File: src/rtl/blink_sequencer.sv
// LED pattern sequencer: walks a packed pattern table at one of NSPEED prescaled rates,
// with up/down speed buttons and forward / reverse / ping-pong / hold sequencing modes.
module blink_sequencer #(
    parameter int                    NLED       = 2,
    parameter int                    NSTEP      = 6,
    parameter int                    DIVW       = 27,
    parameter int                    NSPEED     = 4,
    parameter bit                    ACTIVE_LOW = 1'b1,
    parameter logic [NSTEP*NLED-1:0] PATTERN    = 12'h399
) (
    input  logic                      CLK,
    input  logic                      RST,
    input  logic                      BTN_UP,
    input  logic                      BTN_DN,
    input  logic                      BTN_MODE,
    output logic [NLED-1:0]           LED,
    output logic [$clog2(NSTEP)-1:0]  STEP,
    output logic [$clog2(NSPEED)-1:0] SPEED,
    output logic [1:0]                MODE,
    output logic                      TICK
);

    localparam int SW = $clog2(NSTEP);
    localparam int IW = SW + 1;
    localparam int PW = $clog2(NSPEED);
    localparam logic [IW-1:0]   LAST      = IW'(NSTEP - 1);
    localparam logic [PW-1:0]   SPEED_MAX = PW'(NSPEED - 1);
    localparam logic [NLED-1:0] LED_OFF   = {NLED{ACTIVE_LOW}};

    typedef enum logic [1:0] {
        MODE_FWD  = 2'd0,
        MODE_REV  = 2'd1,
        MODE_PING = 2'd2,
        MODE_HOLD = 2'd3
    } mode_t;

    logic [DIVW-1:0] cnt_q, cnt_d, tick_mask;
    logic [SW-1:0]   step_q, step_d;
    logic [IW-1:0]   idx;
    logic [PW-1:0]   speed_q, speed_d;
    mode_t           mode_q, mode_d;
    logic            dir_up_q, dir_up_d;
    logic [NLED-1:0] led_q;
    logic [NLED-1:0] pat_tab [NSTEP];

    for (genvar i = 0; i < NSTEP; i++) begin : g_tab
        assign pat_tab[i] = PATTERN[i*NLED +: NLED];
    end

    // Low DIVW-SPEED count bits all ones: faster speeds compare fewer bits.
    assign tick_mask = {DIVW{1'b1}} >> speed_q;
    assign TICK      = &(cnt_q | ~tick_mask);
    assign idx       = {1'b0, step_q};

    always_comb begin
        // NOTE: every always_comb output gets a default first so no path infers a latch.
        cnt_d    = cnt_q + DIVW'(1);
        step_d   = step_q;
        speed_d  = speed_q;
        mode_d   = mode_q;
        dir_up_d = dir_up_q;

        if (BTN_UP && !BTN_DN && speed_q != SPEED_MAX)
            speed_d = speed_q + PW'(1);
        else if (BTN_DN && !BTN_UP && speed_q != '0)
            speed_d = speed_q - PW'(1);

        if (TICK) begin
            case (mode_q)
                MODE_FWD: step_d = (idx == LAST) ? '0 : SW'(idx + IW'(1));
                MODE_REV: step_d = (idx == '0) ? SW'(LAST) : SW'(idx - IW'(1));
                MODE_PING: begin
                    if (dir_up_q) begin
                        if (idx == LAST) begin
                            step_d   = SW'(LAST - IW'(1));
                            dir_up_d = 1'b0;
                        end else begin
                            step_d = SW'(idx + IW'(1));
                        end
                    end else begin
                        if (idx == '0) begin
                            step_d   = SW'(1);
                            dir_up_d = 1'b1;
                        end else begin
                            step_d = SW'(idx - IW'(1));
                        end
                    end
                end
                default: ;
            endcase
        end

        // Step logic above uses the pre-press mode; the press only affects later ticks.
        if (BTN_MODE) begin
            mode_d = mode_t'(mode_q + 2'd1);
            if (mode_q == MODE_REV)
                dir_up_d = 1'b1;
        end
    end

    always_ff @(posedge CLK or negedge RST) begin
        if (!RST) begin
            cnt_q    <= '0;
            step_q   <= '0;
            speed_q  <= '0;
            mode_q   <= MODE_FWD;
            dir_up_q <= 1'b1;
            led_q    <= LED_OFF;
        end else begin
            // NOTE: non-blocking assignments so every register samples pre-edge values.
            cnt_q    <= cnt_d;
            step_q   <= step_d;
            speed_q  <= speed_d;
            mode_q   <= mode_d;
            dir_up_q <= dir_up_d;
            led_q    <= pat_tab[step_q] ^ LED_OFF;
        end
    end

    assign LED   = led_q;
    assign STEP  = step_q;
    assign SPEED = speed_q;
    assign MODE  = mode_q;

endmodule

File: config.mk
export PLATFORM = sky130hd
export DESIGN_NAME = blink_sequencer
export DESIGN_NICKNAME = d
export VERILOG_FILES = /design/src/rtl/blink_sequencer.sv
export SDC_FILE = /design/constraint.sdc
export NUM_CORES = 1
export LEC_CHECK = 0
export BUFFER_PORTS_ARGS = -buffer_cell sky130_fd_sc_hd__buf_2
export CORE_AREA = 5 5 71 90
export DETAILED_ROUTE_END_ITERATION = 12
export DIE_AREA = 0 0 76 95
export PLACE_DENSITY = 0.49
export SYNTH_ARGS = -nofsm -noshare
export SYNTH_HDL_FRONTEND = slang
export SYNTH_SLANG_ARGS = --single-unit
export TNS_END_PERCENT = 100
File: constraint.sdc
create_clock -name CLK -period 2.15 [get_ports CLK]
set_input_delay 0.43 -clock CLK [delete_from_list [all_inputs] [get_ports CLK]]
set_output_delay 0.43 -clock CLK [all_outputs]
set_load 0.02 [all_outputs]
# Word-level counts from Yosys, hierarchy flattened
# Memory sizes are Yosys's and may differ from the RTL's.
# Index checks and enable logic that the tools add are counted.
totals:
  ff_bits: 37
  romBits: 16
  n_memories: 1
classes:
  add_sub_neg: 6
  magnitude_cmp: 1
  eq_ne: 4
  shifts: 1
  n_mux: 17
  bitwise_logic: 4
  n_reduce_logical: 13
mem_list:
  columns: ["memory", "words", "width", "rd", "rd_clocked_by_memory_dff", "wr", "line_no", "rtl"]
  rows:
  - ["(no name shown)", 8, 2, 1, 0, 0, "116", "led_q <= pat_tab[step_q] ^ LED_OFF;"]
op_table:
  columns: ["cell", "n"]
  rows:
  - ["AND reduction 28 bit", 1]
  - ["adder 27 x 1 -> 27 bit (second input constant)", 1]
  - ["NOT 27 bit", 1]
  - ["bitwise OR 27 bit", 1]
  - ["AND reduction 27 bit", 1]
  - ["right shift 27 x 2 -> 27 bit (first input constant)", 1]
  - ["two-way mux 3 bit", 5]
  - ["one-hot mux 3 bit (3 select lines)", 1]
  - ["two-way mux 2 bit", 4]
  - ["two-way mux 1 bit", 7]
  - ["adder 2 x 1 -> 2 bit (second input constant)", 2]
  - [">= comparator 4 bit (second input constant)", 1]
  - ["logical AND 1 bit", 4]
  - ["zero test 4 bit", 1]
  - ["NOT 3 -> 4 bit", 1]
  - ["nonzero test 2 bit", 2]
  - ["adder 3 x 1 -> 3 bit (second input constant)", 1]
  - ["equality test 3 bit (second input constant)", 1]
  - ["nonzero test 3 bit", 1]
  - ["subtractor 3 x 1 -> 3 bit (second input constant)", 1]
  - ["equality test 2 x 1 -> 1 bit (second input constant)", 1]
  - ["equality test 2 bit (second input constant)", 1]
  - ["zero test 1 bit", 2]
  - ["zero test 2 bit", 1]
  - ["other kinds (3)", 3]

# Depth between registers and ports, before layout
# Gate-level depths: netlist of the first run.
depth:
  word_depth: 7
  depth_mapped: 7
  ltp_nobuf: 7

# Least setup slack after synthesis of the first run
# No wires, ideal clock.
synth_path:
  path_kind: "register to register"
  from: "register cnt_q[0]"
  to: "register dir_up_q"
  setup_ns: 0.073
  arrival_ns: 1.824
  slack_ns: 0.253
  path_stages_with_launch: 7
  n_path_buf: 0
  synth_period_minus_slack_ns: 1.897
  path_cell_list: "dfrtp_1 -> ha_1 -> nand4_1 -> nor4_4 -> nand3_2 -> or3_1 -> a21oi_1"
synth_between:
  elab_chain_cells: 5
synth_lines:
  columns: ["element", "line_no", "rtl"]
  rows:
  - ["from (decl)", "37", "logic [DIVW-1:0] cnt_q, cnt_d, tick_mask;"]
  - ["from (signal assigned)", "111", "cnt_q <= cnt_d;"]
  - ["bitwise OR 27 bit *", "52", "assign TICK = &(cnt_q | ~tick_mask);"]
  - ["AND reduction 27 bit *", "52", null]
  - ["two-way mux 1 bit *", "68", "if (TICK) begin"]
  - ["two-way mux 1 bit", "96", "if (mode_q == MODE_REV)"]
  - ["two-way mux 1 bit *", "94", "if (BTN_MODE) begin"]
  - ["named net dir_up_d", "42", "logic dir_up_q, dir_up_d;"]
  - ["to (signal assigned)", "115", "dir_up_q <= dir_up_d;"]
  - ["to (decl)", "42", null]
# Mark *: on every way through the listed nets, which the timed path passes. The rest lies on a longest branch.
# A chain may end at the register's enable or synchronous reset.

# Worst setup path in the final report of the first run
layout_path:
  from: "register cnt_q[20]"
  to: "output port TICK"
layout_between:
  elab_chain_cells: 2
layout_lines:
  columns: ["element", "line_no", "rtl"]
  rows:
  - ["bitwise OR 27 bit", "52", null]
  - ["AND reduction 27 bit", "52", null]
  - ["to (decl)", "20", "output logic TICK"]
# Every way passes these cells.

==> results_dict.tcl, run 1 <==
set metrics [dict create \
    p_per_area_mw_per_mm2 796 \
    grt_pass1_vias 1377 \
    p_int_w 0.00118 \
    gp_congestion 0.843 \
    htreeDepth 2 \
    avgSynthCellArea_sq_um 10.7 \
    place_hpwl_mm 2.53 \
    io_pins 15 \
    r2r_cells 7 \
    floorplan.initialDensity_pct 33.3 \
    drt-vias-per-instance 4.96 \
    place_ws_ps 175 \
    report.final.slew_viol_count 0 \
    switching_share_pct 31.5 \
    start_kind "register" \
    clkPwrFrac_pct 30.3 \
    ys_ff_latch 37 \
    area_growth_syn_to_layout_pct 17.3 \
    core_sq_mm 0.00555 \
    ir_worst_vdd_mv 0.311 \
    cp.arrival_ps 1620 \
    status "completed" \
    drt-total-wl_mm 3.47 \
    synth_area_leaders "dfrtp_1 46%, xnor2_1 7.6%, ha_1 5.4%, xor2_1 4.7%, dfstp_2 4.3%" \
    grt_pass1_wl_mm 5.95 \
    timing.final.ws_setup_ps 102 \
    hold_ws_ps 228 \
    max_freq_mhz 488 \
    finalCriticalPeriod_ps 2050 \
    syn_nets 186 \
    grt_usage_pct 10.1 \
    power_switching_w 0.000541 \
    netlist_area_sq_mm 0.00184 \
    synth-edff-count 0 \
    synth_ff_type "dfrtp_1" \
    die_area_sq_mm 0.00722 \
    first_iter_violations 26 \
    path_class "reg -> out" \
    rsz0062_at_grt "no" \
    drcViolationCount 0 \
    insertion_delay_ps 290 \
    ys_async_sr_fraction_pct 100 \
    design_area_sq_mm 0.00216 \
    clkSinkCount 37 \
    drv_cap 0 \
    reg2reg_slack_ps 260 \
    cts_tree "built" \
    required_ps 1720 \
    p_seq_share_pct 45.4 \
    end_kind "output pin" \
    setup_viol 0 \
    slew_headroom_pct 44.8 \
    core.rowCount 31 \
    yosys.cell_types.count 35 \
    place_area_sq_mm 0.00200 \
    yosys_warnings 0 \
    n_fill_cell 545 \
    setup_tns_ps 0 \
    nets 213 \
    multiInputGateArea_sq_um 882 \
    crit_fanout 4 \
    worstReg2RegStart "cnt_q[0]$_DFF_PN0_" \
    synth_top_area_share_pct 46.1 \
    hold_path.class "in -> async" \
    drive_above_1_share_pct 19.9 \
    cts_buffers 5 \
    pwr-share-comb_pct 24.2 \
    regArea_sq_um 930 \
    vias 1325 \
    syn_inst 173 \
    skew_ps 13.2 \
    antenna_found_initial 0 \
    cts_buffer_depth 2 \
    wire_per_inst_um 13.0 \
    yosys.area.top_type "dfrtp_1" \
    rr_endpoint "dir_up_q$_DFF_PN1_" \
    io_buffers 14 \
    clk_pin_slew_worst_paths_ps 80 \
    first_pass_iters 4 \
    finalHoldViolCount 0 \
    tightest_slew_ps 827 \
    die_w_um 76 \
    grt-ovfl-total 0 \
    ys_seq_area_share_pct 50.4 \
    cts_root_buf "clkbuf_8" \
    postRouteAntennaNets 0 \
    timing.final.crit_share_pct 95.3 \
    ctsHoldBuffers 0 \
    die_y_um 95 \
    grt_max_degree 38 \
    n_antenna_cell 0 \
    p_leak_nw 1.02 \
]
==> cells in the mapped netlist (2+ instances only) <==
master and n:
dfrtp_1 34, xnor2_1 16, nor2_1 14, nand2_1 12
inv_1 10, xor2_1 10, nand3_1 9, a21oi_1 8
ha_1 8, nand4_1 6, o21ai_0 6, nor2b_1 5
and3_1 3, and4_1 3, dfstp_2 3, mux2i_1 2
nor3_1 2, nor3b_1 2, o21a_1 2, o22ai_1 2
or3_1 2
==> flip-flops by register name, indices dropped and copies added (netlist names) <==
name      cells
cnt_q        27
STEP          3
LED           2
MODE          2
SPEED         2
dir_up_q      1
==> power by group through the flow <==
stage	Combinational [W]	Sequential, W	Clock [W]
after floorplan	0.000244	0.000834	0
after global placement	0.000408	0.000790	0
after detailed placement	0.000416	0.000795	0
after CTS	0.000419	0.000783	0.000550
after global routing	0.000462	0.000791	0.000573
final	0.000417	0.000782	0.000522
==> cells by family (layout without fill, tap and decap cells) <==
logic type,after synthesis,in the layout,share of synthesized area [%]
AO/OA/AOI/OAI,22,22,6.99
XOR/XNOR,26,26,12.3
adder cells (fa/ha/maj),8,8,5.43
buffers and inverters,12,40,2.51
flip-flops,37,37,50.4
multiplexers,3,3,1.70
AND/OR/NAND/NOR,65,65,20.6
==> worst max path at each step <==
stage / end / slack (ps) / cells after the start / start
global route: TICK / 10 / 6 / cnt_q[0]$_DFF_PN0_
finish: TICK / 100 / 5 / cnt_q[20]$_DFF_PN0_
global placement: dir_up_q$_DFF_PN1_ / 180 / 6 / cnt_q[0]$_DFF_PN0_
CTS: TICK / 7 / 5 / cnt_q[20]$_DFF_PN0_
floorplan: dir_up_q$_DFF_PN1_ / 250 / 6 / cnt_q[0]$_DFF_PN0_
detailed placement: dir_up_q$_DFF_PN1_ / 180 / 6 / cnt_q[0]$_DFF_PN0_
==> metrics by stage <==
step	total power, W	instances	utilization [%]
2_1_floorplan	0.00108	173	-
3_3_place_gp	0.00120	252	36.0
3_5_place_dp	0.00121	252	36.0
6_report	0.00172	267	39.0
4_1_cts	0.00175	263	38.3
5_1_grt	0.00183	267	39.0
==> worst max-delay path, stage by stage, from the launching register on <==
cell and delay [ps]:
dfrtp_1 380, and4_1 240, and3_2 240, nand4_1 140, nor2_1 150, buf_2 180
==> layout by cell type (no fill, tap or decap), types with 2 or more instances in the layout <==
master     n
a21oi_1    8
and3_1     2
and4_1     3
buf_2     14
buf_4      8
clkbuf_8   7
dfrtp_1   34
dfstp_2    3
ha_1       7
inv_1     10
mux2i_1    2
nand2_1   12
nand3_1    9
nand4_1    6
nor2_1    14
nor2b_1    5
nor3_1     2
nor3b_1    2
o21a_1     2
o21ai_0    6
o22ai_1    2
or3_1      2
xnor2_1   16
xor2_1    10
==> routing by layer <==
metal	routed length, um	track usage [%]
met5	0	0
met4	56	4.01
met3	130	3.24
met2	1850	18.8
met1	1420	10.5
==> layout make-up <==
cell class	instances	share of cell area (%)
Inverter	10	1.74
Clock inverter	1	0.231
Timing Repair Buffer	22	6.02
Tap cell	66	3.82
Clock buffer	7	4.45
Sequential cell	37	43.0
Multi-Input combinational cell	124	40.8
==> timing repair <==
action / 4_1_cts / 5_1_grt
setup buffers: 3 / 4
resized for setup: 1 / 2
endpoints found under the setup margin: 1 / 1
pin swaps: 1 / 1
Note: power is estimated with default switching activity, not from simulation.
==> run 2: changes to the inputs <==
==> constraint.sdc (replaced) <==
create_clock -name CLK -period 2.2 [get_ports CLK]
set_input_delay 0.44 -clock CLK [delete_from_list [all_inputs] [get_ports CLK]]
set_output_delay 0.44 -clock CLK [all_outputs]
set_load 0.02 [all_outputs]
==> results_dict.tcl, run 2 (synthesis results as in run 1) <==
set metrics [dict create \
    status "completed" \
    tightest_slew_ps 845 \
    htreeDepth 2 \
    path_class "reg -> out" \
    vias 1329 \
    mostFrequentLayoutCells "34 x dfrtp_1, 16 x xnor2_1, 14 x buf_2" \
    clkSinkCount 37 \
    worstReg2RegStart "cnt_q[0]$_DFF_PN0_" \
    largest_reg_flops 27 \
    rsz0062_at_grt "no" \
    hold_path.class "in -> async" \
    final_core_utilization_pct 39.0 \
    io_pins 15 \
    clk_pin_slew_worst_paths_ps 70 \
    core_sq_mm 0.00555 \
    cts_tree "built" \
    finalCriticalPeriod_ps 2050 \
    drv_cap 0 \
    crit_path_start "cnt_q[19]$_DFF_PN0_" \
    cp.arrival_ps 1610 \
    antenna_found_initial 0 \
    core.rowCount 31 \
    drt-total-wl_mm 3.62 \
    wire_per_inst_um 13.6 \
    cts_root_buf "clkbuf_8" \
    start_kind "register" \
    max_freq_mhz 488 \
    grt-ovfl-total 0 \
    setup_viol 0 \
    finalHoldViolCount 0 \
    die_area_sq_mm 0.00722 \
    grt_pass1_wl_mm 6.20 \
    die_w_um 76 \
    place_hpwl_mm 2.64 \
    setup_tns_ps 0 \
    slew_headroom_pct 43.7 \
    end_kind "output pin" \
    area_growth_syn_to_layout_pct 17.4 \
    cts_buffer_depth 2 \
    p_per_area_mw_per_mm2 826 \
    ctsHoldBuffers 0 \
    timing.final.crit_share_pct 93.1 \
    io_buffers 14 \
    drive_above_1_share_pct 20.0 \
    insertion_delay_ps 290 \
    largest_register "cnt_q" \
    die_y_um 95 \
    first_pass_iters 3 \
    grt_usage_pct 10.6 \
    report.final.slew_viol_count 0 \
    n_antenna_cell 0 \
    drcViolationCount 0 \
    grt_max_degree 38 \
    gp_congestion 0.828 \
    grt_pass1_vias 1436 \
    ir_worst_vdd_mv 0.299 \
    skew_ps 8.32 \
    first_iter_violations 30 \
    cts_buffers 5 \
    postRouteAntennaNets 0 \
    floorplan.initialDensity_pct 33.3 \
    drt-vias-per-instance 5.00 \
    p_leak_nw 1.02 \
    mostFrequentLayoutCell "dfrtp_1" \
    required_ps 1760 \
    n_fill_cell 555 \
    crit_fanout 4 \
    nets 212 \
]
==> run 2: final timing paths <==
kind	endpoint	slack, ps	cells after the start
setup / recovery	TICK	150	5
hold / removal	cnt_q[21]$_DFF_PN0_	250	1
setup reg to reg	dir_up_q$_DFF_PN1_	280	7
hold reg to reg	cnt_q[17]$_DFF_PN0_	470	1
max in group asynchronous	cnt_q[7]$_DFF_PN0_	1410	1
min in group CLK	MODE[0]$_DFFE_PN0P_	400	2
==> run 2: repair_timing <==
item / 4_1_cts / 5_1_grt
buffers inserted: 1 / 5
gates resized for setup: 0 / 4
setup endpoints to repair: 1 / 1
pin swaps: 1 / 1
==> run 2: metrics by stage <==
step | setup WS (ps) | area [sq um] | instances | power (W) | hold WS (ps)
after floorplan | 303 | 1840 | 173 | 0.00105 | 144
after global placement | 246 | 2000 | 252 | 0.00117 | 449
after detailed placement | 225 | 2000 | 252 | 0.00120 | 460
after CTS | 22.7 | 2120 | 261 | 0.00181 | 278
after global routing | 7.56 | 2170 | 266 | 0.00188 | 324
final | 152 | 2170 | 266 | 0.00179 | 251
==> run 2: report_power, final <==
group / internal, W / switching, W / leakage [nW]
Combinational: 0.000153 / 0.000265 / 0.476
Clock: 0.000370 / 0.000237 / 0.0585
Sequential: 0.000717 / 0.0000470 / 0.482
==> run 2: worst max-delay path, cell delays in order, from the launching register on <==
cell     delay (ps)
dfrtp_1         390
and4_4          250
and3_2          230
nand4_1         150
nor2_2          130
buf_2           170
==> run 2: per-layer routing <==
metal	up-vias	GRT usage [%]	routed length [um]
li1	645	-	-
met1	660	9.90	1420
met2	16	20.3	1960
met3	8	3.53	140
met4	0	5.79	95
met5	-	0	0
==> run 2: layout make-up <==
| cell class | instances | area (sq um) | share of cell area (%) |
|---|---|---|---|
| Inverter | 10 | 37.5 | 1.73 |
| Tap cell | 66 | 82.6 | 3.81 |
| Multi-Input combinational cell | 124 | 877 | 40.5 |
| Clock buffer | 7 | 86.3 | 3.99 |
| Sequential cell | 37 | 930 | 42.9 |
| Clock inverter | 1 | 30.0 | 1.39 |
| Timing Repair Buffer | 21 | 123 | 5.66 |
==> run 3: changes to the inputs <==
--- a/config.mk
+++ b/config.mk
@@ -5,10 +5,11 @@
 export SDC_FILE = /design/constraint.sdc
 export NUM_CORES = 1
 export LEC_CHECK = 0
+export ABC_AREA = 1
 export BUFFER_PORTS_ARGS = -buffer_cell sky130_fd_sc_hd__buf_2
-export CORE_AREA = 5 5 71 90
+export CORE_AREA = 5 5 77 97
 export DETAILED_ROUTE_END_ITERATION = 12
-export DIE_AREA = 0 0 76 95
+export DIE_AREA = 0 0 82 102
 export PLACE_DENSITY = 0.49
 export SYNTH_ARGS = -nofsm -noshare
 export SYNTH_HDL_FRONTEND = slang
==> results_dict.tcl, run 3 <==
set metrics [dict create \
    reg2reg_slack_ps 580 \
    gp_congestion 0.766 \
    crit_fanout 4 \
    p_seq_share_pct 41.0 \
    cts_root_buf "clkbuf_8" \
    synth_ff_type "dfrtp_1" \
    n_antenna_cell 0 \
    p_int_w 0.00131 \
    drt-vias-per-instance 4.35 \
    place_ws_ps 436 \
    syn_inst 264 \
    io_pins 15 \
    ys_seq_area_share_pct 42.4 \
    grt_pass1_vias 1634 \
    syn_nets 277 \
    cts_buffers 5 \
    synth_common_cells "68 x nand2_1, 36 x inv_1, 34 x dfrtp_1, 20 x nor2_1, 16 x xor2_1" \
    cts_tree "built" \
    switching_share_pct 30.4 \
    cts_buffer_depth 2 \
    floorplan.initialDensity_pct 34.0 \
    crit_buf_inv 1 \
    pwr-share-comb_pct 21.4 \
    yosysMostFrequentCell "nand2_1" \
    layoutNonFillerInstCount 374 \
    largest_reg_flops 27 \
    drt-total-wl_mm 4.25 \
    htreeDepth 2 \
    power_switching_w 0.000570 \
    grt_usage_pct 11.9 \
    synth_area_leaders "dfrtp_1 39%, nand2_1 12%, xor2_1 6.4%, inv_1 6.2%, ha_1 4.6%" \
    required_ps 1760 \
    ys_ff_latch 37 \
    vias 1627 \
    finalHoldViolCount 0 \
    p_leak_nw 1.28 \
    grt_pass1_wl_mm 7.51 \
    p_per_area_mw_per_mm2 747 \
    path_class "reg -> out" \
    io_buffers 14 \
    first_iter_violations 61 \
    ir_worst_vdd_mv 0.546 \
    grt-ovfl-total 0 \
    place_hpwl_mm 3.42 \
    ys_async_sr_fraction_pct 100 \
    nets 299 \
    core_sq_mm 0.00644 \
    drcViolationCount 0 \
    timing.final.ws_setup_ps 148 \
    path_delay_family "simple AND/OR/NAND/NOR gates" \
    slowest_delay_ps 400 \
    skew_ps 10.9 \
    antenna_found_initial 0 \
    tightest_slew_ps 345 \
    post-cts-setup-buffers 0 \
    design_area_sq_mm 0.00251 \
    yosys_warnings 0 \
    yosys.cell_types.count 26 \
    largest_register "cnt_q" \
    drive_above_1_share_pct 22.3 \
    setup_viol 0 \
    report.final.slew_viol_count 0 \
    dp_cells 366 \
    ctsHoldBuffers 0 \
    slew_headroom_pct 77.0 \
    drv_cap 0 \
    insertion_delay_ps 290 \
    wire_per_inst_um 11.4 \
    avgSynthCellArea_sq_um 8.30 \
    grt_max_degree 24 \
    post_cts_resize_count 0 \
    synth-edff-count 0 \
    max_freq_mhz 487 \
    end_kind "output pin" \
    netlist_area_sq_mm 0.00219 \
    postRouteAntennaNets 0 \
    slowest_stage "dfrtp_1" \
    cp_cell_sequence "ha_1 > nand3_2 > nor2_2 > nand2_1 > nor2_4 > buf_2" \
    cp.arrival_ps 1610 \
    die_area_sq_mm 0.00836 \
    hold_path.class "in -> async" \
    place_area_sq_mm 0.00238 \
    mostFrequentLayoutCells "68 x nand2_1, 36 x inv_1, 34 x dfrtp_1" \
    clkSinkCount 37 \
    first_pass_iters 4 \
    status "completed" \
    synth_top_area_share_pct 38.8 \
    final_core_utilization_pct 39.0 \
    clkPwrFrac_pct 37.6 \
    timing.final.crit_share_pct 93.3 \
    rsz0062_at_grt "no" \
    die_w_um 82 \
    finalCriticalPeriod_ps 2050 \
    start_kind "register" \
    die_y_um 102 \
    core.rowCount 33 \
    setup_tns_ps 0 \
    n_fill_cell 685 \
    clk_pin_slew_worst_paths_ps 80 \
    mostFrequentLayoutCell "nand2_1" \
    area_growth_syn_to_layout_pct 14.6 \
    yosys.area.top_type "dfrtp_1" \
]
[run 3: cell types whose count changed in the layout (fill, tap and decap cells not counted), moves of 7 or more]
cell     delta
nand2_1    +56
inv_1      +26
nand2_2    +13
nor2_2      +9
a21oi_1     -7
nor2_1      +7
[run 3: final timing paths]
kind,from,endpoint,cells after the start
setup reg to reg,STEP[0]$_DFFE_PN0P_,STEP[2]$_DFFE_PN0P_,9
hold reg to reg,cnt_q[25]$_DFF_PN0_,cnt_q[25]$_DFF_PN0_,2
min in group CLK,BTN_MODE,MODE[0]$_DFFE_PN0P_,2
setup / recovery,cnt_q[0]$_DFF_PN0_,TICK,6
max in group asynchronous,RST,dir_up_q$_DFF_PN1_,2
hold / removal,RST,cnt_q[23]$_DFF_PN0_,1
[run 3: cell families after synthesis]
family	synth area share, %
simple gates	33.4
fa+ha+maj	4.57
buf+inv	6.74
xor+xnor	10.4
flops	42.4
compound gates	2.46
[run 3: layout make-up]
class                           count  area (sq um)  share of cell area (%)
Multi-Input combinational cell    188          1110                    44.3
Clock buffer                        5          68.8                    2.74
Timing Repair Buffer               15          77.6                    3.09
Clock inverter                      3          65.1                    2.59
Inverter                           39           148                    5.88
Sequential cell                    37           930                    37.0
Tap cell                           87           109                    4.33
[run 3: power by group through the flow]
| stage | registers (W) | logic (W) | clock network [W] |
|---|---|---|---|
| 5_1_grt | 0.000779 | 0.000465 | 0.000760 |
| 6_report | 0.000768 | 0.000402 | 0.000704 |
| 4_1_cts | 0.000770 | 0.000404 | 0.000725 |
| 3_3_place_gp | 0.000783 | 0.000403 | 0 |
| 2_1_floorplan | 0.000821 | 0.000239 | 0 |
| 3_5_place_dp | 0.000783 | 0.000403 | 0 |
[run 3: routing by layer]
layer / wire length (um) / share of wire, % / track usage, %
met5: 0 / 0 / 0
met4: 98 / 2.3 / 4.86
met3: 119 / 2.8 / 2.82
met2: 2050 / 48 / 18.5
met1: 1980 / 47 / 15.7
[run 3: stage by stage]
stage          total power [W]  hold WS [ps]
6_report               0.00187          43.7
5_1_grt                0.00200          56.6
4_1_cts                0.00190          48.2
3_5_place_dp           0.00119           368
3_3_place_gp           0.00119           372
2_1_floorplan          0.00106           144
[run 3: worst register-to-register path, delay by kind of cell, from the launching register on]
family / cells / cell delay, ps
flops: 1 / 480
simple gates: 4 / 340
fa+ha+maj: 1 / 260
compound gates: 2 / 240
buf+inv: 2 / 200
